$ cat src/rtl/game_pattern_gen.sv
// Writer side of the memory-game pattern interface: draws an LFSR melody,
// loads it into the game module, starts the round and waits for its end.
module game_pattern_gen #(
  parameter int          NOTE_COUNT  = 8,
  parameter logic [15:0] LFSR_TAPS   = 16'hB400,
  parameter logic [15:0] RESET_SEED  = 16'hACE1,
  parameter int          START_DELAY = 4,
  parameter bit          NO_REPEAT   = 1'b1,
  parameter int          MAX_REJECT  = 63
) (
  input  logic        clk,
  input  logic        reset,
  input  logic        new_game,
  input  logic        seed_load,
  input  logic [15:0] seed,
  input  logic        game_end,
  output logic [31:0] data_out,
  output logic        write_enable,
  output logic        game_start,
  output logic        busy,
  output logic [7:0]  round_count
);

  localparam int         REJ_W     = $clog2(MAX_REJECT + 1);
  localparam logic [2:0] LAST_IDX  = 3'(NOTE_COUNT - 1);
  localparam logic [3:0] LAST_WAIT = 4'(START_DELAY - 1);

  typedef enum logic [2:0] {
    IDLE,
    GEN,
    WRITE,
    DELAY,
    START,
    WAIT_END
  } state_t;

  state_t             state;
  logic [15:0]        lfsr;
  logic [15:0]        lfsr_next;
  logic [31:0]        work_word;
  logic [31:0]        next_word;
  logic [2:0]         note_idx;
  logic [REJ_W-1:0]   reject_cnt;
  logic [3:0]         delay_cnt;
  logic [2:0]         prev_note;
  logic [2:0]         candidate;
  logic [2:0]         forced_note;
  logic [2:0]         new_note;
  logic               cand_bad;
  logic               last_reject;
  logic               accept;

  // A draw is rejected for a silent note or an immediate repeat; after too
  // many rejections the next note in the 1..7 cycle is forced so GEN always ends.
  always_comb begin
    lfsr_next   = lfsr[0] ? ((lfsr >> 1) ^ LFSR_TAPS) : (lfsr >> 1);
    candidate   = lfsr[2:0];
    cand_bad    = (candidate == 3'd0) ||
                  (NO_REPEAT && (note_idx != 3'd0) && (candidate == prev_note));
    last_reject = (reject_cnt == REJ_W'(MAX_REJECT - 1));
    forced_note = (prev_note == 3'd7) ? 3'd1 : prev_note + 3'd1;
    new_note    = cand_bad ? forced_note : candidate;
    accept      = !cand_bad || last_reject;
    next_word   = work_word;
    next_word[4*note_idx +: 4] = {1'b0, new_note};
  end

  always_ff @(posedge clk) begin
    if (reset) begin
      state        <= IDLE;
      lfsr         <= RESET_SEED;
      data_out     <= 32'd0;
      write_enable <= 1'b0;
      game_start   <= 1'b0;
      busy         <= 1'b0;
      round_count  <= 8'd0;
      work_word    <= 32'd0;
      note_idx     <= 3'd0;
      reject_cnt   <= '0;
      delay_cnt    <= 4'd0;
      prev_note    <= 3'd0;
    end else begin
      lfsr         <= lfsr_next;
      write_enable <= 1'b0;
      game_start   <= 1'b0;
      case (state)
        IDLE: begin
          work_word  <= 32'd0;
          note_idx   <= 3'd0;
          reject_cnt <= '0;
          prev_note  <= 3'd0;
          busy       <= 1'b0;
          // A seed load wins over a simultaneous new_game request.
          if (seed_load) begin
            lfsr <= (seed == 16'd0) ? 16'h0001 : seed;
          end else if (new_game) begin
            state <= GEN;
            busy  <= 1'b1;
          end
        end
        GEN: begin
          if (accept) begin
            work_word  <= next_word;
            prev_note  <= new_note;
            reject_cnt <= '0;
            if (note_idx == LAST_IDX) begin
              state        <= WRITE;
              data_out     <= next_word;
              write_enable <= 1'b1;
            end else begin
              note_idx <= note_idx + 3'd1;
            end
          end else begin
            reject_cnt <= reject_cnt + 1'b1;
          end
        end
        WRITE: begin
          state     <= DELAY;
          delay_cnt <= 4'd0;
        end
        DELAY: begin
          if (delay_cnt == LAST_WAIT) begin
            state      <= START;
            game_start <= 1'b1;
          end else begin
            delay_cnt <= delay_cnt + 4'd1;
          end
        end
        START: begin
          state <= WAIT_END;
        end
        WAIT_END: begin
          if (game_end) begin
            state <= IDLE;
            busy  <= 1'b0;
            if (round_count != 8'hFF) begin
              round_count <= round_count + 8'd1;
            end
          end
        end
        default: begin
          state <= IDLE;
          busy  <= 1'b0;
        end
      endcase
    end
  end

endmodule

$ cat config.mk
export PLATFORM = sky130hd
export DESIGN_NAME = game_pattern_gen
export DESIGN_NICKNAME = d
export VERILOG_FILES = /design/src/rtl/game_pattern_gen.sv
export SDC_FILE = /design/constraint.sdc
export NUM_CORES = 1
export LEC_CHECK = 0
export ABC_AREA = 1
export CORE_ASPECT_RATIO = 2
export CORE_UTILIZATION = 32
export DETAILED_ROUTE_END_ITERATION = 12
export GPL_ROUTABILITY_DRIVEN = 0
export GPL_TIMING_DRIVEN = 0
export HOLD_SLACK_MARGIN = 0.05
export PLACE_DENSITY_LB_ADDON = 0.3
export SETUP_SLACK_MARGIN = 0.15
export SYNTH_ARGS = -nofsm -noshare
export SYNTH_HDL_FRONTEND = slang
export SYNTH_SLANG_ARGS = --single-unit
export TNS_END_PERCENT = 1
$ cat constraint.sdc
create_clock -name clk -period 5.9 [get_ports clk]
set_input_delay 0.885 -clock clk [delete_from_list [all_inputs] [get_ports clk]]
set_output_delay 0.885 -clock clk [all_outputs]
set_load 0.05 [all_outputs]
-- After elaboration in Yosys (flattened, before gate mapping)
Cells that the tools add are included.
- register bits after elaboration: 110
- bits of input ports: 21
- output and inout bits: 43
- logic and storage cells: 95
- add/sub/neg operators: 6
- equality and inequality tests: 19
- shift operators: 2
- mux-type cells: 31
- bitwise logic cells: 5
- reductions and logical operators: 20
- operator list (cell ; number):
    16-bit two-way mux ; 4
    32-bit case mux with 2 select lines ; 1
    5-bit negation with 34-bit output ; 1
    4-bit by 34-bit variable shift with 32-bit output (first input constant) ; 1
    4-bit by 34-bit variable part select with 32-bit output ; 1
    3-bit two-way mux ; 11
    32-bit bitwise mux ; 1
    32-bit two-way mux ; 1
    3-bit case mux with 6 select lines ; 1
    16-bit logical NOT ; 1
    2-bit inequality test (second input constant) ; 8
    3-bit equality test (second input constant) ; 4
    3-bit case mux with 2 select lines ; 2
    6-bit case mux with 2 select lines ; 1
    3-bit AND reduction ; 3
    8-bit by 1-bit adder with 8-bit output (second input constant) ; 1
    8-bit inequality test (second input constant) ; 1
    4-bit case mux with 2 select lines ; 1
    3-bit by 1-bit adder with 3-bit output (second input constant) ; 2
    6-bit by 1-bit adder with 6-bit output (second input constant) ; 1
    3-bit by 2-bit equality test with 1-bit output (second input constant) ; 2
    6-bit equality test (second input constant) ; 1
    3-bit logical NOT ; 2
    6-bit two-way mux ; 1
    other kinds (19) ; 30

-- Longest topological paths before layout
Gate-level depths: netlist of the first run.
- depth in word-level cells: 8
- gate-level depth with buffers: 16
- mapped depth without buffers: 15

-- Worst setup path after synthesis of the first run
Ideal clock, no wire load.
- path type: register -> register
- start point: register note_idx[0]
- end point: register data_out[29]
- arrival time: 1.954 ns
- slack: 3.837 ns
- cell stages (with the launch flop): 16
- path buffers: 1
- cell sequence: dfxtp_1 > inv_2 > ha_1 > ha_1 > inv_1 > nand2_2 > nor2_2 > nand2_4 > nand2_4 > nand2_4 > nand2_4 > nor2_8 > buf_4 > o21a_1 > nand2_1 > inv_1
- longest elaborated chain between the ends: 6
- elaborated cells between the ends (all ways): 12
- those cells by class: add/sub: 1; eq/ne: 1; shift: 2; mux: 2; reduce/logical: 6
- RTL lines (item ; line ; RTL):
    start: declaration ; 42 ; logic [2:0] note_idx;
    start signal: assignment ; 111 ; note_idx <= note_idx + 3'd1;
    parallel branches: the longest is 6 deep, another holds 5-bit negation with 34-bit output ; -- ;
    end signal: assignment ; 108 ; data_out <= next_word;
    end: declaration ; 17 ; output logic [31:0] data_out,
Parallel ways; which one is timed is not known.
A chain may end at the register's enable or synchronous reset.

-- Final worst setup path of the first run
- start point: register note_idx[0]
- end point: register work_word[16]
- longest elaborated chain between the ends: 8
- elaborated cells between the ends (all ways): 14
- those cells by class: add/sub: 1; eq/ne: 1; shift: 2; mux: 4; reduce/logical: 6
- RTL lines (item ; line ; RTL):
    parallel branches: the longest is 8 deep, another holds 5-bit negation with 34-bit output ; -- ;
    end signal: assignment ; 103 ; work_word <= next_word;
    end: declaration ; 40 ; logic [31:0] work_word;
Parallel ways; which one is timed is not known. The select of a mux whose other input is x is not followed.

==> results of run 1 <==
[worst max-delay path: cells and delay by family (launching register included)]
| family | cells | cell delay (ns) |
|---|---|---|
| buffers and inverters | 4 | 0.68 |
| and+or+nand+nor | 3 | 0.55 |
| DFF | 1 | 0.52 |
| adders and majority gates | 2 | 0.42 |
| AOI/OAI and AO/OA | 2 | 0.40 |
[cells in the final DEF (no fill, tap or decap), drive strengths merged, types with 10 or more instances in the layout]
cell	instances
or2	21
ha	10
nand4	12
a21oi	60
nand3	78
dfxtp	110
nor2	32
clkdlybuf4s50	63
o21ai	22
clkbuf	23
nand2	202
o21a	10
inv	57
buf	14
[state kept, by name, indices dropped and copies added (netlist names), 3 cells and up]
register and cells:
prev_note 3, data_out 32, reject_cnt 6, round_count 8
note_idx 3, lfsr 16, state 3, work_word 32
delay_cnt 4
[logic make-up (layout without fill, tap and decap cells)]
logic type | count (synthesis) | count (layout) | synth area share, %
AO/OA/AOI/OAI | 108 | 108 | 12.8
AND/OR/NAND/NOR | 360 | 360 | 32.9
buffers and inverters | 81 | 160 | 7.19
flip-flops | 110 | 110 | 43.3
adder cells (fa/ha/maj) | 10 | 10 | 2.46
XOR/XNOR | 8 | 8 | 1.38
[worst max-delay path by stage]
stage,start,end,slack [ns]
floorplan,note_idx[0],data_out[29],3.84
global placement,reset,lfsr[14],2.99
detailed placement,reset,lfsr[14],2.98
CTS,note_idx[0],work_word[16],3.25
global route,note_idx[0],work_word[16],3.00
finish,note_idx[0],work_word[16],3.24
[where the power goes]
group | total, mW | switching [mW] | internal (mW)
logic | 0.192 | 0.131 | 0.0612
registers | 0.769 | 0.00985 | 0.759
clock network | 0.604 | 0.289 | 0.314
total | 1.56 | 0.430 | 1.13
[metal layers]
| layer | track usage [%] | part of all wire (%) | vias up | wire (um) |
|---|---|---|---|---|
| met4 | 10.7 | 4.4 | 0 | 581 |
| met3 | 2.57 | 2.9 | 28 | 385 |
| met5 | 0 | 0 | - | 0 |
| li1 | - | - | 2374 | - |
| met1 | 16.2 | 37 | 2118 | 4980 |
| met2 | 32.7 | 55 | 86 | 7400 |
[area by class of cell]
| cell class | instances | share of cell area [%] |
|---|---|---|
| plain buffers | 26 | 2.42 |
| clock buffers | 11 | 4.04 |
| clock inverters | 5 | 0.660 |
| inverters | 55 | 3.42 |
| multi-input cells | 486 | 40.2 |
| flip-flops and latches | 110 | 35.2 |
| well taps | 198 | 3.96 |
| repair buffers | 63 | 10.1 |
[per-stage QoR]
step	total power, mW	cell area (sq um)	std cells	hold WS [ns]
3_5_place_dp	0.978	5960	938	0.436
6_report	1.56	6250	954	0.455
2_1_floorplan	0.914	5080	677	0.419
5_1_grt	1.63	6250	954	0.478
3_3_place_gp	0.977	5960	938	0.432
4_1_cts	1.58	6250	954	0.456
==> results.yml, run 1 <==
status:
  status: "finished, final reports clean"
critical_path:
  critPathKind: "register to register"
  rrSetupSlack_ns: 3.24
  slowest_delay_ns: 0.52
  cp_data_required_time_ns: 6.19
  r2r-end: "work_word[16]"
  timing.rr.start: "note_idx[0]"
  crit_chain: "inv_2 -> ha_1 -> ha_1 -> inv_1 -> buf_2 -> nand3_1 -> nor3_2 -> inv_2 -> o21ai_0 -> nand2_1 -> a21oi_1"
  end_kind: "register"
  arrival_ns: 2.95
  ff2ff_path_depth: 11
  slowest_stage: "dfxtp_1"
  cp-start-kind: "register"
  crit_fanout: 10
global_routing:
  grt_use_total_pct: 16.9
  grt_pass1_wl_um: 21700
  grt_overflow: 0
  antenna_found_initial: 0
  grt_pass1_vias: 4555
  grt_max_degree: 19
logic_synthesis:
  ys_seq_elements: 110
  yosys-top-cells-area: "dfxtp_1 43%, nand2_1 14%, nand3_1 7.3%, a21oi_1 5.7%, inv_1 3.4%"
  synth_edf_count: 0
  synth_top_area_share_pct: 43.3
  yosysWarningCount: 0
  yosys.area.top_type: "dfxtp_1"
  synthFlopType: "dfxtp_1"
  synth.most_common_cell: "nand2_1"
  synthCells: 677
  synth_nets: 708
  netlist_area_sq_mm: 0.00508
  ys_types: 38
  syn_avg_cell_area_sq_um: 7.50
  synth-seq-area-share_pct: 43.3
  synthArstFlopShare_pct: 0
  yosys-top-cells-count: "195 x nand2_1, 110 x dfxtp_1, 74 x nand3_1, 58 x a21oi_1, 46 x inv_1"
timing:
  fmax_mhz: 376
  drv_slew: 0
  hold_violations: 0
  relSlewSlack_pct: 53.5
  fin_tns_setup_ns: 0
  rsz0062_at_grt: "false"
  tightest_slew_ns: 0.696
  fin_crit_sh_pct: 45.1
  finalCriticalPeriod_ns: 2.66
  finalSetupViolations: 0
  fin_skew_ns: 0.0105
  setup_slack_ns: 3.24
layout:
  area_growth_pct: 23.1
  drive_gt1_share_pct: 11.1
  seqCellArea_sq_mm: 0.00220
  fill_cells: 1613
  n_antenna_cell: 0
  final_util_pct: 40.7
  layout.nets: 782
  multi_input_area_sq_mm: 0.00251
routing:
  drt_pre_antenna_iters: 5
  avgViaCountPerCell: 4.83
  wl_um: 13300
  vias: 4606
  drc: 0
  ant_nets: 0
  routedWlPerCell_um: 14.0
  drt_iter0_drc: 162
floorplanning:
  die_w_um: 91.1
  rows: 64
  core-area_sq_mm: 0.0154
  io_pins: 64
  start_util_pct: 33.0
  die_h_um: 180
  dieArea_sq_mm: 0.0164
power:
  ir_worst_vdd_v: 0.000155
  p_leak_nw: 2.56
  power-per-cell-area_mw_per_mm2: 250
job:
  maxCapViolCount: 0
clocking:
  cts_hold_buf: 0
  clk_path_buf_depth: 2
  path_clk_slew_ns: 0.08
  cts_tree: "built"
  cts_buffers: 9
  cts-resized-gates: 0
  clock_latency_ns: 0.36
  post-cts-setup-buffers: 0
  htreeDepth: 3
  clock_sinks: 110
  root_buffer: "clkbuf_16"
placement:
  dp_hpwl_um: 10400
  io_buffer_count: 63
  pre_cts_ws_ns: 2.98
worst_hold_path:
  worstHoldEndpoint: "lfsr[5]"
  hp-start: "lfsr[6]"
  hp-class: "register to register"
  holdPathStages: 2
No activity file was read; power rests on OpenSTA's default activity.
==> inputs of run 2 (changes only) <==
==> constraint.sdc (replaced) <==
create_clock -name clk -period 2.7 [get_ports clk]
set_input_delay 0.405 -clock clk [delete_from_list [all_inputs] [get_ports clk]]
set_output_delay 0.405 -clock clk [all_outputs]
set_load 0.05 [all_outputs]
==> results.yml, run 2 (synthesis gave the netlist of run 1 again) <==
status:
  status: "finished, final reports clean"
critical_path:
  ff2ff_path_depth: 14
  cp-start-kind: "register"
  critPathKind: "register to register"
  cp_data_required_time_ns: 2.92
  rrSetupSlack_ns: 0.30
  timing.rr.start: "note_idx[0]"
  end_kind: "register"
  r2r-end: "work_word[12]"
  crit_fanout: 10
  arrival_ns: 2.62
clocking:
  root_buffer: "clkbuf_16"
  cts_buffers: 9
  path_clk_slew_ns: 0.08
  cts_tree: "built"
  clock_sinks: 110
  post-cts-setup-buffers: 0
  clock_latency_ns: 0.36
  htreeDepth: 3
  clk_path_buf_depth: 2
worst_hold_path:
  hp-start: "lfsr[6]"
  holdPathStages: 2
  worstHoldEndpoint: "lfsr[5]"
  hp-class: "register to register"
routing:
  ant_nets: 0
  drt_pre_antenna_iters: 4
  routedWlPerCell_um: 14.0
  drt_iter0_drc: 160
  wl_um: 13400
  vias: 4597
  avgViaCountPerCell: 4.82
  drc: 0
floorplanning:
  dieArea_sq_mm: 0.0164
  core-area_sq_mm: 0.0154
  io_pins: 64
  rows: 64
  start_util_pct: 33.0
  die_w_um: 91.1
  die_h_um: 180
job:
  maxCapViolCount: 0
layout:
  mostFrequentLayoutCell: "nand2_1"
  multi_input_area_sq_mm: 0.00252
  n_antenna_cell: 0
  fill_cells: 1613
  drive_gt1_share_pct: 11.4
  layout.nets: 782
  top_regs: "data_out x32, work_word x32, lfsr x16"
  final_cell_mix: "195 x nand2_1, 109 x dfxtp_1, 74 x nand3_1"
  area_growth_pct: 23.3
  seqCellArea_sq_mm: 0.00220
timing:
  fin_tns_setup_ns: 0
  tightest_slew_ns: 0.663
  fmax_mhz: 417
  finalSetupViolations: 0
  fin_crit_sh_pct: 88.8
  drv_slew: 0
  relSlewSlack_pct: 55.8
  hold_violations: 0
  finalCriticalPeriod_ns: 2.40
  rsz0062_at_grt: "true"
  whs_ns: 0.455
  fin_skew_ns: 0.0102
global_routing:
  grt_pass1_wl_um: 21700
  grt_overflow: 0
  grt_pass1_vias: 4563
  grt_use_total_pct: 16.9
  grt_max_degree: 19
  antenna_found_initial: 0
power:
  ir_worst_vdd_v: 0.000339
  finalPower_mw: 3.42
  p_leak_nw: 2.56
  power-per-cell-area_mw_per_mm2: 547
placement:
  dp_hpwl_um: 10400
  io_buffer_count: 63
==> run 2: cell counts in the layout (fill, tap and decap cells not counted) <==
No cell type changed its count.
==> run 2: timing repair <==
| action | CTS | global route |
|---|---|---|
| pin swaps | 0 | 0 |
| hold buffers | 0 | 0 |
| resized for setup | 2 | 2 |
| endpoints found under the setup margin | 3 | 10 |
==> run 2: power breakdown <==
group	total, mW	internal [mW]	switching [mW]
sequential	1.68	1.66	0.0215
clock	1.32	0.687	0.631
combinational	0.424	0.134	0.290
total	3.42	2.48	0.943
==> run 2: worst max-delay path, stage by stage (launching register included) <==
cell     delay [ns]
dfxtp_2        0.43
inv_2          0.13
ha_1           0.22
ha_1           0.19
inv_1          0.14
nand2_2        0.07
nor2_2         0.15
nand2_4        0.08
nand2_4        0.11
nand2_4        0.07
nand2_4        0.11
inv_1          0.15
buf_2          0.24
nand3_1        0.11
a21oi_1        0.06
==> run 2: final cells by class <==
type,instances,share of cell area (%)
repair buffers,63,10.1
multi-input cells,486,40.3
well taps,198,3.96
clock buffers,11,4.04
flip-flops and latches,110,35.2
plain buffers,26,2.42
inverters,55,3.42
clock inverters,5,0.659
==> run 2: how the worst max path moves through the flow <==
| stage | startpoint | endpoint | cells past startpoint |
|---|---|---|---|
| after CTS | note_idx[0] | work_word[16] | 11 |
| after global routing | note_idx[0] | work_word[12] | 14 |
| after floorplan | note_idx[0] | data_out[29] | 15 |
| after global placement | note_idx[0] | work_word[16] | 11 |
| after detailed placement | note_idx[0] | work_word[16] | 11 |
| final | note_idx[0] | work_word[12] | 14 |
==> run 2: per-stage QoR <==
step	util, %	cells	setup slack [ns]	instance area [sq um]
6_report	40.7	954	0.302	6260
5_1_grt	40.7	954	0.126	6260
4_1_cts	40.7	954	0.271	6260
2_1_floorplan	-	677	0.637	5080
3_5_place_dp	38.8	938	0.0786	5960
3_3_place_gp	38.8	938	0.0929	5960
==> run 2: metal layers <==
metal	GRT usage [%]	routed length (um)
met1	16.2	5010
met4	10.7	570
met5	0	0
met2	32.7	7450
met3	2.57	343
==> inputs of run 3 (changes only) <==
--- a/config.mk
+++ b/config.mk
@@ -17,4 +17,4 @@
 export SYNTH_ARGS = -nofsm -noshare
 export SYNTH_HDL_FRONTEND = slang
 export SYNTH_SLANG_ARGS = --single-unit
-export TNS_END_PERCENT = 1
+export TNS_END_PERCENT = 20
==> results of run 3 <==
Final layout, timing and power as in run 2 (identical DEF).
